--- src/rtl/code_seq_gen_if.sv ---
// Command/code bus between the command logic (master) and code_seq_gen (slave).
interface code_seq_gen_if;
    logic       start;
    logic [2:0] target;
    logic [1:0] term;
    logic [7:0] code_out;
    logic       code_valid;
    logic       busy;
    logic       done;
    logic       err;
    logic [2:0] pos;

    modport master (
        output start, target, term,
        input  code_out, code_valid, busy, done, err, pos
    );

    modport slave (
        input  start, target, term,
        output code_out, code_valid, busy, done, err, pos
    );
endinterface

--- src/rtl/code_seq_gen.sv ---
// Generates the legal code stream that walks the position-code decoder from its
// tracked position to a requested target, optionally followed by a terminator.
module code_seq_gen #(
    parameter int unsigned STEP_CYCLES = 1
) (
    input  logic           clk,
    input  logic           rst,
    code_seq_gen_if.slave  bus
);

    localparam int unsigned HOLD_W = 4;

    localparam logic [7:0] C1        = 8'h90;
    localparam logic [7:0] C2        = 8'hA4;
    localparam logic [7:0] C3        = 8'h82;
    localparam logic [7:0] C4        = 8'hC7;
    localparam logic [7:0] C5        = 8'hBA;
    localparam logic [7:0] C_ACT     = 8'h9E;
    localparam logic [7:0] C_HOUR    = 8'h8D;
    localparam logic [7:0] IDLE_CODE = 8'hFF;

    localparam logic [HOLD_W-1:0] HOLD_LAST = HOLD_W'(STEP_CYCLES);
    localparam logic [HOLD_W-1:0] HOLD_ONE  = HOLD_W'(1);

    typedef enum logic [1:0] {
        S_IDLE,
        S_STEP,
        S_TERM,
        S_FIN
    } state_t;

    state_t              state_q,  state_d;
    logic [2:0]          tgt_q,    tgt_d;
    logic [1:0]          term_q,   term_d;
    logic [2:0]          pos_q,    pos_d;
    logic [HOLD_W-1:0]   hold_q,   hold_d;
    logic [7:0]          code_q,   code_d;
    logic                valid_q,  valid_d;
    logic                busy_q,   busy_d;
    logic                done_q,   done_d;
    logic                err_q,    err_d;

    logic                req_bad_c;
    logic [2:0]          next_pos_c;
    logic [HOLD_W-1:0]   hold_inc_c;

    function automatic logic [7:0] pos_code(input logic [2:0] p);
        case (p)
            3'd1:    pos_code = C1;
            3'd2:    pos_code = C2;
            3'd3:    pos_code = C3;
            3'd4:    pos_code = C4;
            3'd5:    pos_code = C5;
            default: pos_code = IDLE_CODE;
        endcase
    endfunction

    function automatic logic [7:0] term_code(input logic [1:0] t);
        term_code = (t == 2'd1) ? C_ACT : C_HOUR;
    endfunction

    // Request legality and next decoder position (direct jump from home, else one step).
    always_comb begin
        req_bad_c = (bus.target == 3'd0) || (bus.target > 3'd5) || (bus.term == 2'd3)
                 || ((bus.term == 2'd1) && (bus.target > 3'd3))
                 || ((bus.term == 2'd2) && (bus.target < 3'd4));

        if (pos_q == 3'd0)       next_pos_c = tgt_q;
        else if (pos_q < tgt_q)  next_pos_c = pos_q + 3'd1;
        else if (pos_q > tgt_q)  next_pos_c = pos_q - 3'd1;
        else                     next_pos_c = tgt_q;

        hold_inc_c = hold_q + HOLD_ONE;
    end

    // Next-state and registered-output computation; outputs appear one cycle later.
    always_comb begin
        state_d = state_q;
        tgt_d   = tgt_q;
        term_d  = term_q;
        pos_d   = pos_q;
        hold_d  = hold_q;
        code_d  = IDLE_CODE;
        valid_d = 1'b0;
        busy_d  = busy_q;
        done_d  = 1'b0;
        err_d   = 1'b0;

        case (state_q)
            S_IDLE: begin
                busy_d = 1'b0;
                if (bus.start) begin
                    if (req_bad_c) begin
                        err_d = 1'b1;
                    end else begin
                        tgt_d   = bus.target;
                        term_d  = bus.term;
                        busy_d  = 1'b1;
                        hold_d  = '0;
                        state_d = S_STEP;
                    end
                end
            end

            S_STEP: begin
                if (hold_q != HOLD_LAST) begin
                    // Still holding the current position code.
                    code_d  = pos_code(next_pos_c);
                    valid_d = 1'b1;
                    hold_d  = hold_inc_c;
                    if (hold_inc_c == HOLD_LAST) pos_d = next_pos_c;
                end else if (pos_q != tgt_q) begin
                    // Previous code finished short of target: start the next one with no gap.
                    code_d  = pos_code(next_pos_c);
                    valid_d = 1'b1;
                    hold_d  = HOLD_ONE;
                    if (HOLD_ONE == HOLD_LAST) pos_d = next_pos_c;
                end else if (term_q != 2'd0) begin
                    // Terminator leaves the decoder stuck until reset, so position goes unknown.
                    state_d = S_TERM;
                    code_d  = term_code(term_q);
                    valid_d = 1'b1;
                    hold_d  = HOLD_ONE;
                    if (HOLD_ONE == HOLD_LAST) pos_d = 3'd0;
                end else begin
                    state_d = S_FIN;
                    busy_d  = 1'b0;
                    done_d  = 1'b1;
                    hold_d  = '0;
                end
            end

            S_TERM: begin
                if (hold_q != HOLD_LAST) begin
                    code_d  = term_code(term_q);
                    valid_d = 1'b1;
                    hold_d  = hold_inc_c;
                    if (hold_inc_c == HOLD_LAST) pos_d = 3'd0;
                end else begin
                    state_d = S_FIN;
                    busy_d  = 1'b0;
                    done_d  = 1'b1;
                    hold_d  = '0;
                end
            end

            S_FIN: begin
                busy_d  = 1'b0;
                state_d = S_IDLE;
            end

            default: begin
                state_d = S_IDLE;
                busy_d  = 1'b0;
                hold_d  = '0;
            end
        endcase
    end

    // State and output registers with synchronous reset.
    always_ff @(posedge clk) begin
        if (rst) begin
            state_q <= S_IDLE;
            tgt_q   <= 3'd0;
            term_q  <= 2'd0;
            pos_q   <= 3'd0;
            hold_q  <= '0;
            code_q  <= IDLE_CODE;
            valid_q <= 1'b0;
            busy_q  <= 1'b0;
            done_q  <= 1'b0;
            err_q   <= 1'b0;
        end else begin
            state_q <= state_d;
            tgt_q   <= tgt_d;
            term_q  <= term_d;
            pos_q   <= pos_d;
            hold_q  <= hold_d;
            code_q  <= code_d;
            valid_q <= valid_d;
            busy_q  <= busy_d;
            done_q  <= done_d;
            err_q   <= err_d;
        end
    end

    assign bus.code_out   = code_q;
    assign bus.code_valid = valid_q;
    assign bus.busy       = busy_q;
    assign bus.done       = done_q;
    assign bus.err        = err_q;
    assign bus.pos        = pos_q;

endmodule

--- src/flat_wrapper.sv ---
// flat-port wrapper written by rule: the top's interface ports become plain ports
module code_seq_gen_flat 
#(
    parameter int unsigned STEP_CYCLES = 1
)
  (clk, rst, bus_start, bus_target, bus_term, bus_code_out, bus_code_valid, bus_busy, bus_done, bus_err, bus_pos);
  code_seq_gen_if bus_i ();
  input  logic clk;
  input  logic rst;
  input wire logic [$bits(bus_i.start)-1:0] bus_start;
  input wire logic [$bits(bus_i.target)-1:0] bus_target;
  input wire logic [$bits(bus_i.term)-1:0] bus_term;
  output wire logic [$bits(bus_i.code_out)-1:0] bus_code_out;
  output wire logic [$bits(bus_i.code_valid)-1:0] bus_code_valid;
  output wire logic [$bits(bus_i.busy)-1:0] bus_busy;
  output wire logic [$bits(bus_i.done)-1:0] bus_done;
  output wire logic [$bits(bus_i.err)-1:0] bus_err;
  output wire logic [$bits(bus_i.pos)-1:0] bus_pos;
  assign bus_i.start = bus_start;
  assign bus_i.target = bus_target;
  assign bus_i.term = bus_term;
  assign bus_code_out = bus_i.code_out;
  assign bus_code_valid = bus_i.code_valid;
  assign bus_busy = bus_i.busy;
  assign bus_done = bus_i.done;
  assign bus_err = bus_i.err;
  assign bus_pos = bus_i.pos;
  code_seq_gen #(.STEP_CYCLES(STEP_CYCLES)) u_core (.clk(clk), .rst(rst), .bus(bus_i));
endmodule
--- config.mk ---
export PLATFORM = sky130hd
export DESIGN_NAME = code_seq_gen_flat
export DESIGN_NICKNAME = d
export VERILOG_FILES = /design/src/rtl/code_seq_gen_if.sv /design/src/rtl/code_seq_gen.sv /design/src/flat_wrapper.sv
export SDC_FILE = /design/constraint.sdc
export NUM_CORES = 1
export LEC_CHECK = 0
export CORE_ASPECT_RATIO = 0.6
export CORE_MARGIN = 2
export CORE_UTILIZATION = 36
export DETAILED_ROUTE_END_ITERATION = 16
export PLACE_DENSITY_LB_ADDON = 0.3
export REMOVE_ABC_BUFFERS = 1
export SETUP_SLACK_MARGIN = 0.3
export SLEW_MARGIN = 0
export SYNTH_ARGS = -nofsm -noshare
export SYNTH_HDL_FRONTEND = slang
export SYNTH_SLANG_ARGS = --single-unit
--- constraint.sdc ---
create_clock -name clk -period 2.7 [get_ports clk]
set_input_delay 0.27 -clock clk [delete_from_list [all_inputs] [get_ports clk]]
set_output_delay 0.27 -clock clk [all_outputs]
set_load 0.1 [all_outputs]
# [Word-level counts from Yosys, hierarchy flattened]
# Index checks and enable logic that the tools add are counted.
[classes] add_sub_neg=3 order_cmp=5 eq_ne=25 mux=49 bitwise_logic=3 n_reduce_logical=18
[op_table] operator="$pmux W7 S5" n=1
[op_table] operator="$mux W8" n=4
[op_table] operator="$mux W3" n=9
[op_table] operator="$mux W4" n=5
[op_table] operator="$mux W1" n=17
[op_table] operator="$pmux W8 S2" n=1
[op_table] operator="$ne A2 B2 Y1 const B" n=6
[op_table] operator="$pmux W4 S3" n=1
[op_table] operator="$mux W2" n=5
[op_table] operator="$reduce_and A5 Y1" n=2
[op_table] operator="$eq A2 B2 Y1 const B" n=4
[op_table] operator="$ne A4 B1 Y1 const B" n=2
[op_table] operator="$pmux W2 S4" n=1
[op_table] operator="$eq A2 B1 Y1 const B" n=3
[op_table] operator="$eq A3 B2 Y1 const B" n=2
[op_table] operator="$eq A3 B3 Y1 const B" n=2
[op_table] operator="$logic_not A3 Y1" n=2
[op_table] operator="$pmux W3 S2" n=1
[op_table] operator="$reduce_and A3 Y1" n=2
[op_table] operator="$mux W5" n=1
[op_table] operator="$add A4 B1 Y4 const B" n=1
[op_table] operator="$eq A4 B1 Y1 const B" n=1
[op_table] operator="$logic_or A1 B1 Y1" n=4
[op_table] operator="$ne A2 B1 Y1 const B" n=2
[op_table] operator="19 further kinds" n=24
[word_totals] regBits=26 in_bits=8 output_inout_bits=15

# [Depth between registers and ports, before layout]
# Gate-level depths: netlist (run 1).
[logic_depth] depth_word=9 ltp_mapped=9

# [Least setup slack after synthesis (run 1)]
# OpenSTA, ideal clock, no wires.
[synth_path] kind="register to register" from="register u_core.pos_q[0], in the netlist u_core.bus.pos[0]" to="register u_core.code_q[0], in the netlist u_core.bus.code_out[0]" t_arrival_ps=2935 slack_ps=-368 path_stages_with_launch=8 n_path_buf=0 path_cell_list="dfxtp_1 inv_1 ha_1 and3_2 a21oi_4 mux2_2 a2111oi_2 a21oi_1"
[synth_between] elab_chain_len=9 word_cells_on_any_way=18
[synth_rtl] item="start, declared" line_no="code_seq_gen.sv:35" rtl="logic [2:0] pos_q, pos_d;"
[synth_rtl] item="start signal, assigned" line_no="code_seq_gen.sv:177" rtl="pos_q <= pos_d;"
[synth_rtl] item="$sub A3 B1 Y3 / $gt A3 B3 Y1 (equally long branches)" line_no="code_seq_gen.sv:70" rtl="else if (pos_q > tgt_q) next_pos_c = pos_q - 3'd1;"
[synth_rtl] item="$mux W3" line_no="code_seq_gen.sv:70"
[synth_rtl] item="$mux W3" line_no="code_seq_gen.sv:69" rtl="else if (pos_q < tgt_q) next_pos_c = pos_q + 3'd1;"
[synth_rtl] item="$mux W3" line_no="code_seq_gen.sv:68" rtl="if (pos_q == 3'd0) next_pos_c = tgt_q;"
[synth_rtl] item="$eq A3 B3 Y1 (tied with other cells)" line_no="code_seq_gen.sv:48" rtl="case (p)"
[synth_rtl] item="$pmux W7 S5" line_no="code_seq_gen.sv:48"
[synth_rtl] item="$mux W8" line_no="code_seq_gen.sv:112" rtl="end else if (pos_q != tgt_q) begin"
[synth_rtl] item="$mux W8 *" line_no="code_seq_gen.sv:106" rtl="if (hold_q != HOLD_LAST) begin"
[synth_rtl] item="$pmux W8 S2 *" line_no="code_seq_gen.sv:89" rtl="case (state_q)"
[synth_rtl] item="end signal, assigned" line_no="code_seq_gen.sv:179" rtl="code_q <= code_d;"
[synth_rtl] item="end, declared" line_no="code_seq_gen.sv:37" rtl="logic [7:0] code_q, code_d;"
# Every way passes the cells marked *; elsewhere a longest branch is shown, timed or not.
# A chain may end at the register's enable or synchronous reset.

# [Worst setup path after layout (run 1)]
# Same ends and word-level chain as after synthesis.

==> flow_summary.json, run 1 <==
{
  "combPwrFrac_pct": 61.3,
  "design.core.area_sq_um": 4140,
  "synth_commonest_cells": "25 x dfxtp_1, 21 x nor2_1, 17 x a21oi_1",
  "worst_setup_path_start_kind": "flop",
  "power_frac_seq_pct": 26.5,
  "overflow": 0,
  "diodes": 0,
  "start_util_pct": 37.8,
  "cts_buffers": 3,
  "yosysSeqAreaShare_pct": 32.0,
  "syn_inst": 187,
  "synth_area_leaders": "dfxtp_1 32%, ha_1 11%, mux2i_1 7.0%",
  "clkLatencyLatePin_ns": 0.27,
  "routedWlPerCell_microns": 13.1,
  "tns_ns": 0,
  "min_period_ns": 2.29,
  "synth_area_leader_cell": "dfxtp_1",
  "avgSynthCellArea_sq_um": 8.37,
  "port_buffers": 21,
  "critPathKind": "flop to flop",
  "ctsHoldBuffers": 0,
  "via_count": 1383,
  "die_h_microns": 55.1,
  "min_period_over_period_pct": 84.9,
  "run_status": "completed",
  "slew_violations": 0,
  "yosysMostFrequentCell": "dfxtp_1",
  "nNetsFinal": 238,
  "pwr-share-clk_pct": 12.2,
  "yosys_warnings": 0,
  "switching_share_pct": 51.9,
  "rsz0062_at_grt": "false",
  "path_cells": "inv_2 > ha_1 > and3_2 > a21oi_4 > mux2_2 > a2111oi_2 > a21oi_1",
  "cts.sinks": 25,
  "async_flop_share_pct": 0,
  "cts_root_buf": "clkbuf_8",
  "routed_via_density": 5.03,
  "final-setup-viol-count": 0,
  "drt-total-wl_mm": 3.60,
  "multi_input_area_sq_um": 1000,
  "whs_ns": 0.516,
  "hp-start": "u_core.bus.busy",
  "endpoint_kind": "flop",
  "syn_area_sq_um": 1570,
  "required_ns": 2.85,
  "reg2reg_from": "u_core.bus.pos[0]",
  "h-tree-depth": 1,
  "clk_pin_slew_ns": 0.09,
  "rr_worst_depth": 7,
  "drive_gt1_share_pct": 19.5,
  "finClkSkew_ns": 0.00377,
  "leakagePower_nw": 0.758,
  "syn_to_final_growth_pct": 22.0,
  "die_x_microns": 89.1,
  "grt_pass1_wl_mm": 5.58,
  "slew_headroom_pct": 60.6,
  "powerDensity_nw_per_um2": 947,
  "synth_top_area_share_pct": 32.0,
  "ys_seq_elements": 25,
  "switchingPower_uw": 939,
  "power.internal_uw": 869,
  "synth_edf_count": 0,
  "hold_end": "u_core.bus.busy",
  "worstMarginPinSlew_ns": 0.585,
  "grt_pass1_vias": 1168,
  "slowest_delay_ns": 0.43,
  "peakVddDrop_v": 0.000352,
  "hold_path.class": "flop to flop",
  "detailed_place_hpwl_mm": 2.78,
  "r2r_slack_ns": 0.41,
  "cts_tree": "built",
  "ys.flop_type": "dfxtp_1",
  "grt_max_degree": 18,
  "die_area_sq_um": 4910,
  "place.gp.congestion": 0.832,
  "drtAntennaViolNets": 0,
  "rows": 18,
  "antenna_found_initial": 0,
  "ctsLongestPathBuffers": 2,
  "fmax_mhz": 436,
  "drc": 0,
  "cpMaxStageDelayCell": "a2111oi_2",
  "yosysUniqueCellTypes": 44,
  "first_pass_iters": 6,
  "drv_cap": 0,
  "r2r_end": "u_core.bus.code_out[0]",
  "grtUsageTotal_pct": 15.4,
  "drtIter0Drc": 99,
  "pin_count": 23,
  "seqCellArea_sq_um": 504,
  "fill_cells": 429,
  "finalHoldViolations": 0,
  "min_path_cells": 2,
  "crit_fanout": 5,
  "cp.arrival_ns": 2.44
}
-- flip-flops by register name (all words and copies together), names as in the netlist --
signal,flops
u_core.bus.code_out,7
u_core.hold_q,4
u_core.bus.pos,3
u_core.tgt_q,3
u_core.state_q,2
u_core.term_q,2
u_core.bus.busy,1
u_core.bus.code_valid,1
u_core.bus.done,1
u_core.bus.err,1
-- worst max-delay path, delay by kind of cell, from the launching register on --
family                   cells  cell delay [ns]
AO/OA/AOI/OAI                3             0.74
AND/OR/NAND/NOR              1             0.27
adder cells (fa/ha/maj)      1             0.30
flip-flops                   1             0.39
buffers and inverters        1             0.08
multiplexers                 1             0.40
-- per-stage QoR --
stage | worst slack, ns | instances | cell area [sq um] | power, mW | util [%]
after detailed placement | 0.225 | 268 | 1830 | 1.57 | 44.3
after CTS | 0.288 | 275 | 1900 | 1.81 | 45.9
final | 0.408 | 275 | 1910 | 1.81 | 46.1
after floorplan | -0.368 | 181 | 1540 | 1.32 | -
after global routing | 0.310 | 275 | 1910 | 1.92 | 46.1
after global placement | 0.243 | 268 | 1830 | 1.58 | 44.3
-- power groups by stage --
stage | combinational (mW) | clock [mW] | sequential (mW)
2_1_floorplan | 0.472 | 0 | 0.852
3_3_place_gp | 1.09 | 0 | 0.487
3_5_place_dp | 1.09 | 0 | 0.486
4_1_cts | 1.10 | 0.230 | 0.478
5_1_grt | 1.18 | 0.249 | 0.487
6_report | 1.11 | 0.221 | 0.479
-- layout make-up --
class	instances	share of cell area, %
Clock buffer	4	2.36
Tap cell	60	3.93
Timing Repair Buffer	30	12.7
Multi-Input combinational cell	146	52.6
Inverter	10	1.97
Sequential cell	25	26.4
-- metal layers --
metal  share of wire, %  wire [microns]  GRT usage, %  vias to the layer above
met5                  0               0             0                        -
met4               0.75              27          4.98                        0
met3                8.5             304          5.79                        2
met2                 35            1260          19.6                       54
met1                 56            2010          23.2                      610
li1                   -               -             -                      717
-- worst max path at each step --
stage / slack (ns) / to / startpoint / depth (start not counted)
after floorplan: -0.37 / u_core.bus.code_out[0] / u_core.bus.pos[0] / 7
after global placement: 0.24 / u_core.bus.code_out[0] / u_core.bus.pos[0] / 7
after detailed placement: 0.22 / u_core.bus.code_out[0] / u_core.bus.pos[0] / 7
after CTS: 0.29 / u_core.bus.code_out[0] / u_core.bus.pos[0] / 7
after global routing: 0.31 / u_core.bus.code_out[0] / u_core.bus.pos[0] / 7
final: 0.41 / u_core.bus.code_out[0] / u_core.bus.pos[0] / 7
-- repair_timing --
action                     in CTS  in global routing
pin swaps                       2                  0
setup endpoints to repair       4                  8
setup buffers                   3                  0
gates resized for setup         0                  5
cloned                          0                  0
-- placed cells by master, fill, tap and decap left out, types with 2 or more instances in the layout --
cell and instances:
buf_4 23, dfxtp_1 22, nor2_1 21, a21oi_1 17, nand2_1 16, ha_1 14
mux2i_1 11, inv_1 9, nor3_1 8, clkdlybuf4s50_1 7, o21ai_0 6, nand2b_1 5
nand3_1 5, nor2b_1 4, a21boi_0 3, clkbuf_8 3, dfxtp_2 3, o32ai_1 2
nor3b_1 2, nor4_1 2, mux2_2 2, o2111ai_1 2, xor2_1 2, xnor2_1 2
-- logic make-up after synthesis --
| kind of cell | after synthesis | share of synthesized area [%] |
|---|---|---|
| mux | 13 | 8.47 |
| flops | 25 | 32.0 |
| compound gates | 42 | 19.2 |
| simple gates | 72 | 22.6 |
| buf+inv | 16 | 4.08 |
| fa+ha+maj | 14 | 11.2 |
| xor+xnor | 4 | 2.24 |
| other cells | 1 | 0.240 |
(Power assumes the default switching activity.)
==> inputs of run 2 (changes only) <==
- clock period: 2.7 -> 2.3 ns (I/O delays scaled with it)
==> run 2 against run 1 <==
Non-clock buffer count up 15. Flip-flop and latch count unchanged. Global-route usage rose by 1.4 points. Register-to-register slack worse by 0.25 ns. Via count up 5.1%. Die area did not move. Hold slack about the same. Critical path depth up 1. Sequential power up 16%. Count of clock-buffer cells in the layout is the same. Cell count grew 5.5%. Largest power group unchanged.
==> flow_summary.json, run 2 (synthesis gave the netlist of run 1 again) <==
{
  "final-setup-viol-count": 0,
  "critPathKind": "flop to flop",
  "clk_pin_slew_ns": 0.09,
  "finClkSkew_ns": 0.00616,
  "ctsHoldBuffers": 0,
  "timing.critical_path.buf_inv": 1,
  "detailed_place_hpwl_mm": 2.75,
  "drtIter0Drc": 93,
  "fmax_mhz": 467,
  "setup_slack_ns": 0.160,
  "drtAntennaViolNets": 0,
  "cpMaxStageDelayCell": "dfxtp_2",
  "final_cell_mix": "36 x buf_4, 21 x nor2_1, 19 x dfxtp_1",
  "rsz0062_at_grt": "true",
  "power_mw": 2.33,
  "start_util_pct": 37.8,
  "via_count": 1454,
  "hold_end": "u_core.bus.busy",
  "antenna_found_initial": 0,
  "cts.sinks": 25,
  "cts_tree": "built",
  "powerDensity_nw_per_um2": 1050,
  "grtUsageTotal_pct": 16.8,
  "die_area_sq_um": 4910,
  "r2r_end": "u_core.bus.code_out[5]",
  "mostFrequentLayoutCell": "buf_4",
  "h-tree-depth": 1,
  "ctsLongestPathBuffers": 2,
  "slew_violations": 0,
  "syn_to_final_growth_pct": 40.9,
  "path_cells": "inv_2 > ha_4 > nand2_4 > o21ai_4 > mux2_4 > a211oi_4 > mux2i_1 > o2111ai_1",
  "drv_cap": 0,
  "rows": 18,
  "min_path_cells": 2,
  "drc": 0,
  "grt_pass1_vias": 1282,
  "fin_area_sq_um": 2210,
  "run_status": "completed",
  "slew_headroom_pct": 64.0,
  "critical-path-top-delay-family": "compound AO/OA/AOI/OAI gates",
  "cts_root_buf": "clkbuf_8",
  "stdcell_count": 290,
  "dp_slack_ns": 0.0136,
  "place.gp.congestion": 0.824,
  "reg2reg_from": "u_core.tgt_q[2]",
  "hp-start": "u_core.bus.busy",
  "routedWlPerCell_microns": 13.3,
  "die_h_microns": 55.1,
  "largest_reg_flops": 7,
  "rr_worst_depth": 8,
  "fill_cells": 392,
  "port_buffers": 21,
  "grt_max_degree": 18,
  "drt-total-wl_mm": 3.87,
  "cp.arrival_ns": 2.28,
  "pin_count": 23,
  "nNetsFinal": 253,
  "hold_path.class": "flop to flop",
  "design.core.area_sq_um": 4140,
  "slowest_delay_ns": 0.34,
  "die_x_microns": 89.1,
  "worstMarginPinSlew_ns": 0.538,
  "first_pass_iters": 4,
  "routed_via_density": 5.01,
  "finalHoldViolations": 0,
  "endpoint_kind": "flop",
  "dp_cells": 280,
  "r2r_slack_ns": 0.16,
  "seqCellArea_sq_um": 508,
  "leakagePower_nw": 0.875,
  "post-route-util_pct": 53.2,
  "crit_fanout": 4,
  "overflow": 0,
  "cts_buffers": 3,
  "multi_input_area_sq_um": 1180,
  "clkLatencyLatePin_ns": 0.27,
  "required_ns": 2.44,
  "peakVddDrop_v": 0.000578,
  "drive_gt1_share_pct": 35.7,
  "worst_setup_path_start_kind": "flop",
  "min_period_ns": 2.14,
  "grt_pass1_wl_mm": 6.18,
  "place_area_sq_um": 1920,
  "diodes": 0,
  "min_period_over_period_pct": 93.0
}
==> run 2: changes by cell type in the layout (fill, tap and decap cells not counted), moves of 3 or more <==
cell,previous run,this run
a21oi_1,17,13
a21oi_2,0,4
buf_4,23,36
dfxtp_1,22,19
dfxtp_2,3,6
ha_1,14,9
ha_4,0,3
==> run 2: metal layers <==
layer / GRT usage [%] / routed length, microns
met1: 25.3 / 2070
met3: 4.45 / 218
met4: 2.99 / 32
met5: 0 / 0
met2: 24.1 / 1550
==> run 2: layout make-up <==
class,count,area share [%]
tap,60,3.40
timing repair buffer,45,16.4
multi-input combinational,146,53.4
sequential,25,23.0
clock buffer,4,2.04
inverter,10,1.70
==> run 2: worst max path at each step <==
stage | endpoint | cells after the start | slack [ns] | start
after floorplan | u_core.bus.code_out[0] | 7 | -0.77 | u_core.bus.pos[0]
after global placement | u_core.state_q[0] | 7 | 0.04 | bus_target[1]
after detailed placement | u_core.state_q[0] | 7 | 0.01 | bus_target[1]
after CTS | u_core.bus.code_out[5] | 9 | 0.22 | u_core.tgt_q[2]
after global routing | u_core.bus.code_out[5] | 8 | 0.08 | u_core.tgt_q[2]
final | u_core.bus.code_out[5] | 8 | 0.16 | u_core.tgt_q[2]
==> run 2: where the power goes <==
part	total, mW	internal (mW)	switching [mW]
logic	1.51	0.497	1.01
registers	0.557	0.518	0.0391
clock network	0.260	0.124	0.136
total	2.33	1.14	1.19
==> run 2: metrics by stage <==
step / TNS [ns] / hold slack (ns)
5_1_grt: 0 / 0.563
3_5_place_dp: 0 / 0.496
6_report: 0 / 0.517
3_3_place_gp: 0 / 0.497
4_1_cts: 0 / 0.525
2_1_floorplan: -6.78 / 0.299
==> run 2: what timing repair did <==
item                       4_1_cts  5_1_grt
pin swaps                        9        4
gates resized for setup         33       13
setup endpoints to repair        9       14
buffers inserted                 6        0
==> run 2: tightest hold or removal path, stage by stage (launching register included) <==
cell     delay (ns)
dfxtp_1        0.34
mux2i_1        0.07
nor2_1         0.08
==> inputs of run 3 (changes only) <==
- ABC_CLOCK_PERIOD_IN_PS: default -> 2300
==> results of run 3 <==
The final DEF is identical to that of run 2; final timing and power are the same.
